===== src/rtl/mem_arbiter_if.sv =====
// Shared main-memory port bundle: two cache requesters plus the memory side.
// The arbiter connects through the slave modport; the environment uses master.
interface mem_arbiter_if #(
    parameter int ADDRESS_WIDTH = 32,
    parameter int LINE_SIZE     = 128
);
    logic [1:0]                 req_enable;
    logic [1:0]                 req_op;
    logic [2*ADDRESS_WIDTH-1:0] req_address;
    logic [2*LINE_SIZE-1:0]     req_data_in;
    logic [1:0]                 req_op_done;
    logic [LINE_SIZE-1:0]       req_data_out;
    logic [1:0]                 req_data_ready;
    logic [1:0]                 req_in_use;
    logic                       mem_enable;
    logic                       mem_op;
    logic [ADDRESS_WIDTH-1:0]   mem_address;
    logic [LINE_SIZE-1:0]       mem_data_in;
    logic                       mem_data_ready;
    logic [LINE_SIZE-1:0]       mem_data_out;

    modport slave (
        input  req_enable, req_op, req_address, req_data_in, req_op_done,
        input  mem_data_ready, mem_data_out,
        output req_data_out, req_data_ready, req_in_use,
        output mem_enable, mem_op, mem_address, mem_data_in
    );

    modport master (
        output req_enable, req_op, req_address, req_data_in, req_op_done,
        output mem_data_ready, mem_data_out,
        input  req_data_out, req_data_ready, req_in_use,
        input  mem_enable, mem_op, mem_address, mem_data_in
    );
endinterface


===== src/rtl/mem_arbiter.sv =====
// Two-requester arbiter (port 0 icache, port 1 dcache) for the line-wide memory port.
// Define MEM_ARB_ROUND_ROBIN_EN to alternate on simultaneous requests; default is port 1 priority.
module mem_arbiter #(
    parameter int ADDRESS_WIDTH = 32,
    parameter int LINE_SIZE     = 128
) (
    input  logic          clk,
    input  logic          reset,
    mem_arbiter_if.slave  bus
);

    typedef enum logic [1:0] {
        IDLE = 2'd0,
        MEM  = 2'd1,
        RESP = 2'd2
    } state_t;

    state_t                   state_q, state_d;
    logic                     grant_q, grant_d;
    logic                     last_grant_q, last_grant_d;
    logic                     dropped_q, dropped_d;
    logic                     enable_q, enable_d;
    logic                     op_q, op_d;
    logic [ADDRESS_WIDTH-1:0] address_q, address_d;
    logic [LINE_SIZE-1:0]     wdata_q, wdata_d;
    logic [LINE_SIZE-1:0]     rdata_q, rdata_d;
    logic [1:0]               ready_q, ready_d;
    logic [1:0]               in_use_q, in_use_d;
    logic                     winner;

    // Pick the port to grant from the current request vector.
    always_comb begin
`ifdef MEM_ARB_ROUND_ROBIN_EN
        if (&bus.req_enable)
            winner = ~last_grant_q;
        else
            winner = bus.req_enable[1];
`else
        winner = bus.req_enable[1];
`endif
    end

    // Next-state and registered-output computation.
    always_comb begin
        state_d      = state_q;
        grant_d      = grant_q;
        last_grant_d = last_grant_q;
        dropped_d    = dropped_q;
        enable_d     = enable_q;
        op_d         = op_q;
        address_d    = address_q;
        wdata_d      = wdata_q;
        rdata_d      = rdata_q;
        ready_d      = ready_q;
        in_use_d     = in_use_q;
        case (state_q)
            IDLE: begin
                if (|bus.req_enable) begin
                    grant_d   = winner;
                    dropped_d = 1'b0;
                    enable_d  = 1'b1;
                    op_d      = bus.req_op[winner];
                    address_d = winner
                        ? bus.req_address[2*ADDRESS_WIDTH-1:ADDRESS_WIDTH]
                        : bus.req_address[ADDRESS_WIDTH-1:0];
                    wdata_d   = winner
                        ? bus.req_data_in[2*LINE_SIZE-1:LINE_SIZE]
                        : bus.req_data_in[LINE_SIZE-1:0];
                    in_use_d  = winner ? 2'b01 : 2'b10;
                    state_d   = MEM;
                end
            end
            MEM: begin
                // A requester that withdraws at any point in MEM gets no response.
                dropped_d = dropped_q | ~bus.req_enable[grant_q];
                if (bus.mem_data_ready) begin
                    enable_d = 1'b0;
                    if (!op_q)
                        rdata_d = bus.mem_data_out;
                    if (dropped_d) begin
                        in_use_d     = 2'b00;
                        last_grant_d = grant_q;
                        state_d      = IDLE;
                    end else begin
                        ready_d[grant_q] = 1'b1;
                        state_d          = RESP;
                    end
                end
            end
            RESP: begin
                if (bus.req_op_done[grant_q]) begin
                    ready_d      = 2'b00;
                    in_use_d     = 2'b00;
                    last_grant_d = grant_q;
                    state_d      = IDLE;
                end
            end
            default: begin
                state_d      = IDLE;
                grant_d      = 1'b0;
                last_grant_d = 1'b0;
                dropped_d    = 1'b0;
                enable_d     = 1'b0;
                op_d         = 1'b0;
                address_d    = '0;
                wdata_d      = '0;
                rdata_d      = '0;
                ready_d      = 2'b00;
                in_use_d     = 2'b00;
            end
        endcase
    end

    // State and output registers; reset aborts any transaction at once.
    always_ff @(posedge clk or posedge reset) begin
        if (reset) begin
            state_q      <= IDLE;
            grant_q      <= 1'b0;
            last_grant_q <= 1'b0;
            dropped_q    <= 1'b0;
            enable_q     <= 1'b0;
            op_q         <= 1'b0;
            address_q    <= '0;
            wdata_q      <= '0;
            rdata_q      <= '0;
            ready_q      <= 2'b00;
            in_use_q     <= 2'b00;
        end else begin
            state_q      <= state_d;
            grant_q      <= grant_d;
            last_grant_q <= last_grant_d;
            dropped_q    <= dropped_d;
            enable_q     <= enable_d;
            op_q         <= op_d;
            address_q    <= address_d;
            wdata_q      <= wdata_d;
            rdata_q      <= rdata_d;
            ready_q      <= ready_d;
            in_use_q     <= in_use_d;
        end
    end

    assign bus.mem_enable     = enable_q;
    assign bus.mem_op         = op_q;
    assign bus.mem_address    = address_q;
    assign bus.mem_data_in    = wdata_q;
    assign bus.req_data_out   = rdata_q;
    assign bus.req_data_ready = ready_q;
    assign bus.req_in_use     = in_use_q;

endmodule


===== src/flat_wrapper.sv =====
// flat-port wrapper written by rule: the top's interface ports become plain ports
module mem_arbiter_flat 
#(
    parameter int ADDRESS_WIDTH = 32,
    parameter int LINE_SIZE     = 128
)
  (clk, reset, bus_req_enable, bus_req_op, bus_req_address, bus_req_data_in, bus_req_op_done, bus_mem_data_ready, bus_mem_data_out, bus_req_data_out, bus_req_data_ready, bus_req_in_use, bus_mem_enable, bus_mem_op, bus_mem_address, bus_mem_data_in);
  mem_arbiter_if #(.ADDRESS_WIDTH(ADDRESS_WIDTH), .LINE_SIZE(LINE_SIZE)) bus_i ();
  input  logic clk;
  input  logic reset;
  input wire logic [$bits(bus_i.req_enable)-1:0] bus_req_enable;
  input wire logic [$bits(bus_i.req_op)-1:0] bus_req_op;
  input wire logic [$bits(bus_i.req_address)-1:0] bus_req_address;
  input wire logic [$bits(bus_i.req_data_in)-1:0] bus_req_data_in;
  input wire logic [$bits(bus_i.req_op_done)-1:0] bus_req_op_done;
  input wire logic [$bits(bus_i.mem_data_ready)-1:0] bus_mem_data_ready;
  input wire logic [$bits(bus_i.mem_data_out)-1:0] bus_mem_data_out;
  output wire logic [$bits(bus_i.req_data_out)-1:0] bus_req_data_out;
  output wire logic [$bits(bus_i.req_data_ready)-1:0] bus_req_data_ready;
  output wire logic [$bits(bus_i.req_in_use)-1:0] bus_req_in_use;
  output wire logic [$bits(bus_i.mem_enable)-1:0] bus_mem_enable;
  output wire logic [$bits(bus_i.mem_op)-1:0] bus_mem_op;
  output wire logic [$bits(bus_i.mem_address)-1:0] bus_mem_address;
  output wire logic [$bits(bus_i.mem_data_in)-1:0] bus_mem_data_in;
  assign bus_i.req_enable = bus_req_enable;
  assign bus_i.req_op = bus_req_op;
  assign bus_i.req_address = bus_req_address;
  assign bus_i.req_data_in = bus_req_data_in;
  assign bus_i.req_op_done = bus_req_op_done;
  assign bus_i.mem_data_ready = bus_mem_data_ready;
  assign bus_i.mem_data_out = bus_mem_data_out;
  assign bus_req_data_out = bus_i.req_data_out;
  assign bus_req_data_ready = bus_i.req_data_ready;
  assign bus_req_in_use = bus_i.req_in_use;
  assign bus_mem_enable = bus_i.mem_enable;
  assign bus_mem_op = bus_i.mem_op;
  assign bus_mem_address = bus_i.mem_address;
  assign bus_mem_data_in = bus_i.mem_data_in;
  mem_arbiter #(.ADDRESS_WIDTH(ADDRESS_WIDTH), .LINE_SIZE(LINE_SIZE)) u_core (.clk(clk), .reset(reset), .bus(bus_i));
endmodule

===== config.mk =====
export PLATFORM = sky130hd
export DESIGN_NAME = mem_arbiter_flat
export DESIGN_NICKNAME = d
export VERILOG_FILES = /design/src/rtl/mem_arbiter_if.sv /design/src/rtl/mem_arbiter.sv /design/src/flat_wrapper.sv
export SDC_FILE = /design/constraint.sdc
export NUM_CORES = 1
export LEC_CHECK = 0
export CORE_AREA = 10 10 283 285
export DETAILED_ROUTE_END_ITERATION = 8
export DIE_AREA = 0 0 293 295
export GPL_ROUTABILITY_DRIVEN = 1
export GPL_TIMING_DRIVEN = 1
export PLACE_DENSITY_LB_ADDON = 0.05
export SYNTH_ARGS = -nofsm -noshare
export SYNTH_HDL_FRONTEND = slang
export SYNTH_SLANG_ARGS = --single-unit

===== constraint.sdc =====
create_clock -name clk -period 17.5 [get_ports clk]
set_clock_uncertainty 0.1 [all_clocks]
set_input_delay 2.625 -clock clk [delete_from_list [all_inputs] [get_ports clk]]
set_output_delay 2.625 -clock clk [all_outputs]
set_load 0.01 [all_outputs]

---- Yosys cells after proc, flatten, opt, wreduce, memory -nomap -nowiden ----
Index checks and enable logic that the tools add are counted.
operators by class
  bitwise operators ....................... 7
  reduce and logical (&&, ||, !) cells .... 12
  multiplexer cells ....................... 39
  equal/unequal tests ..................... 8
  $lt $le $gt $ge ......................... 3
operators with widths
  cell                                                                   count
  128-bit two-way mux                                                    4
  128-bit one-hot mux with 2 select lines                                2
  32-bit two-way mux                                                     2
  32-bit one-hot mux with 2 select lines                                 1
  2-bit two-way mux                                                      10
  2-bit one-hot mux with 3 select lines                                  3
  1-bit two-way mux                                                      12
  3-bit AND reduction                                                    3
  4-bit AND reduction                                                    2
  2-bit by 1-bit != test with 1-bit output, second input constant        3
  2-bit != test, second input constant                                   3
  1-bit one-hot mux with 3 select lines                                  2
  2-bit OR reduction                                                     3
  1-bit NOT                                                              5
  1-bit by 2-bit < comparator with 1-bit output, second input constant   2
  1-bit one-hot mux with 2 select lines                                  2
  2-bit AND reduction                                                    2
  2-bit by 1-bit equality test with 1-bit output, second input constant  1
  2-bit equality test, second input constant                             1
  2-bit logical NOT                                                      1
  2-bit bitwise OR                                                       1
  1-bit demux with 1-bit select                                          1
  1-bit greater-or-equal comparator, second input constant               1
  1-bit logical AND                                                      1
  1-bit bitwise OR                                                       1
word-level totals
  bits in registers ....................... 298
  word-level logic and storage cells ...... 79
  input bits .............................. 457
  output and inout port bits .............. 294

---- Depth between registers and ports, before layout ----
  depth in word-level cells ............... 8
  mapped depth ............................ 11

---- Worst setup path before layout ----
Ideal clock, no wire load.
  kind .................................... input-to-reg
  start ................................... input bus_mem_data_ready
  end ..................................... register u_core.rdata_q[10], in the netlist u_core.bus.req_data_out[10]
  required time ........................... 17.268 ns
  setup slack ............................. 13.571 ns
  data arrival time ....................... 3.697 ns
  stages on the path ...................... 8
  cells stage by stage .................... nor2b_4 > a2111o_1 > buf_6 > buf_6 > buf_6 > buf_6 > nand2_1 > o21ai_1
between the ends
  longest elaborated chain between the ends .. 2
ends and longest elaborated chain
  item                           line                text
  start: declaration             flat_wrapper.sv:16  input wire logic [$bits(bus_i.mem_data_ready)-1:0] bus_mem_data_ready;
  2-bit != test (no line)        --
  3-bit AND reduction (no line)  --
  end signal: assignment         mem_arbiter.sv:137  rdata_q <= rdata_d;
  end: declaration               mem_arbiter.sv:26   logic [LINE_SIZE-1:0] rdata_q, rdata_d;
No other way between the ends.
A chain may end at the register's enable or synchronous reset.

---- Worst setup path after layout ----
  start ................................... input bus_mem_data_ready
  end ..................................... register u_core.rdata_q[108], in the netlist u_core.bus.req_data_out[108]
The elaborated chain is that of the path after synthesis.

==> metrics.yaml <==
synth_area_leaders: "dfrtp_1, nand2_1, mux2_2"
setup-violations-final: 0
ios: 751
utilization_pct: 31.54
holdWs_ps: 377.2
synth-compound-area-share_pct: 11.08
die_w_um: 293
ys_warn_count: 0
maxCapViolations: 0
yosys-top-cells-count: "nand2_1, dfrtp_1, o21ai_0, mux2_2, o21ai_1"
synth_top_family_by_area: "simple AND/OR/NAND/NOR gates"
wl_met1_mm: 24.69
ctsRootBufferMaster: "clkbuf_16"
io_buffers: 750
wl_met3_mm: 5.382
rsz0062_at_grt: "no"
max_freq_mhz: 181.8
yosysSeqAreaShare_pct: 53.97
relSlewSlack_pct: 26.92
fin_nets: 2634
rr_startpoint: "u_core.state_q[1]"
clockBufferDepth: 3
overflow: 0
timing.rr.end: "u_core.bus.req_data_out[108]"
hp-class: "reg -> reg"
die_h_um: 295
clk_latency_ps: 540
cts_resized: 0
final-seq-area_um2: 7457
synth_seq_cells: 298
required_ps: 17780
worst_pin_slew_ps: 1096
period_needed_ps: 5500
maxUsedRoutingLayer: "met5"
drive_gt1_share_pct: 11.06
status: "completed"
netlist_instances: 1484
antenna_found_initial: 5
r2r_slack_ps: 13420
syn-num-nets: 1946
initial_core_util_pct: 18.62
power_density_nw_per_um2: 161.1
mappedNetlistArea_um2: 13820
routedWlPerCell_um: 21.69
min_from: "u_core.bus.req_data_out[88]"
finalHoldViolations: 0
grt_max_degree: 243
path_max_fanout: 117
antenna_left: 0
viasPerCell: 3.987
post_cts_buffers: 0
num_vias: 12640
dpl_cell_area_um2: 22050
track_usage_pct: 15.12
synthFlopType: "dfrtp_1"
critPathLaunchType: "input pin"
grt_pass1_vias: 13658
synth_cell_type_count: 28
dieArea_um2: 86440
multi_input_area_um2: 5754
route.detailed.drc: 0
yosysTopAreaCell: "dfrtp_1"
syn_area_per_cell_um2: 9.311
cts_tree: "yes"
place_hpwl_mm: 52.87
wl_met2_mm: 37.18
fin_setup_tns_ps: 0
path_class: "in -> reg"
drtIter0Drc: 444
clock-sinks: 298
synthXorXnorAreaFrac_pct: 0
fin_crit_sh_pct: 31.43
crit_arrival_ps: 5780
wl_mm: 68.76
synth-edff-count: 0
htree_levels: 2
dr.pass1.iters: 4
synth_mux_area_share_pct: 13.50
num_rows: 100
cts_made_buffers: 42
place_congestion: 0.7694
r2r_cells: 6
grt_pass1_wl_mm: 96.89
synth-simple-area-share_pct: 16.40
async_flop_share_pct: 100.0
synth_top_area_share_pct: 53.97
leakage_nw: 9.594
crit_path_end_kind: "register"
synth.most_common_cell: "nand2_1"
syn_to_final_growth_pct: 69.38
finalMaxSlewViolations: 0
min_to: "u_core.bus.req_data_out[88]"
ctsHoldBuffers: 0
holdPathStages: 2
synth-adder-area-share_pct: 0.4527
fin_area_um2: 23400
vdd_drop_max_mv: 0.2319
placeableCoreArea_um2: 74200
fillers: 7794
cts.reportedPaths.clkPinSlew_ps: 60
## registers in the layout (all words and copies together), names as in the netlist, 2 cells and up
name and cells:
u_core.bus.mem_data_in 128, u_core.bus.req_data_ready 2, u_core.state_q 2, u_core.bus.req_data_out 128, u_core.bus.req_in_use 2, u_core.bus.mem_address 32
## worst max path at each step
stage                  startpoint                      endpoint  slack [ps]  cells past startpoint
5_1_grt        bus_mem_data_ready   u_core.bus.req_data_out[42]       11630                      6
6_report       bus_mem_data_ready  u_core.bus.req_data_out[108]       12000                      6
3_3_place_gp   bus_mem_data_ready   u_core.bus.req_data_out[75]       11430                      6
2_1_floorplan               reset     u_core.bus.mem_address[0]        6540                      1
4_1_cts        bus_mem_data_ready   u_core.bus.req_data_out[62]       11990                      6
3_5_place_dp   bus_mem_data_ready  u_core.bus.req_data_out[108]       11380                      6
## placed cells by master (no fill, tap or decap), drive strengths merged, types with 2 or more instances in the layout
cell type / netlist / layout
clkdlybuf4s50: 0 / 749
nand2: 581 / 581
dfrtp: 298 / 298
o21ai: 293 / 293
mux2: 163 / 163
clkbuf: 62 / 60
buf: 53 / 10
inv: 6 / 7
clkinv: 0 / 5
ha: 5 / 5
nor2: 4 / 4
diode: 0 / 3
mux2i: 3 / 3
a41oi: 2 / 2
clkinvlp: 0 / 2
bufinv: 0 / 2
nor3b: 2 / 2
nor2b: 2 / 2
## report_power, final
| group | switching [W] | internal, W | total (W) |
|---|---|---|---|
| combinational | 0.00110 | 0.000751 | 0.00186 |
| clock | 0.000325 | 0.000514 | 0.000839 |
| sequential | 0.000126 | 0.000950 | 0.00108 |
| total | 0.00156 | 0.00222 | 0.00377 |
## metrics by stage
stage	total power [W]	setup WS [ps]	cells
4_1_cts	0.003888	11990	3167
2_1_floorplan	0.002115	6542	1484
3_3_place_gp	0.002997	11430	3097
3_5_place_dp	0.003012	11380	3097
6_report	0.003771	12000	3170
5_1_grt	0.004099	11630	3169
## routing by layer
layer | GRT usage (%) | vias to the layer above
li1 | - | 6257
met1 | 15.35 | 5912
met2 | 28.79 | 397
met3 | 5.498 | 72
met4 | 3.910 | 2
met5 | 0 | -
## area by class of cell
class                      instances  share of cell area [%]
antenna                            3                 0.03208
clock buffer                      60                   5.255
clock inverter                    10                  0.4811
inverter                           6                  0.1283
multi-input combinational       1065                   24.59
sequential                       298                   31.86
tap                              969                   5.180
timing repair buffer             759                   32.48
## logic make-up after synthesis
kind of cell | count (synthesis)
flip-flops | 298
AO/OA/AOI/OAI | 301
adder cells (fa/ha/maj) | 5
AND/OR/NAND/NOR | 593
multiplexers | 166
buffers and inverters | 121
## worst max-delay path: stages
cell and delay (ps):
clkdlybuf4s50_1 450, nor2b_4 160, a2111o_2 460, buf_4 790, buf_4 990, o21ai_0 230
No activity file was read; power rests on OpenSTA's default activity.
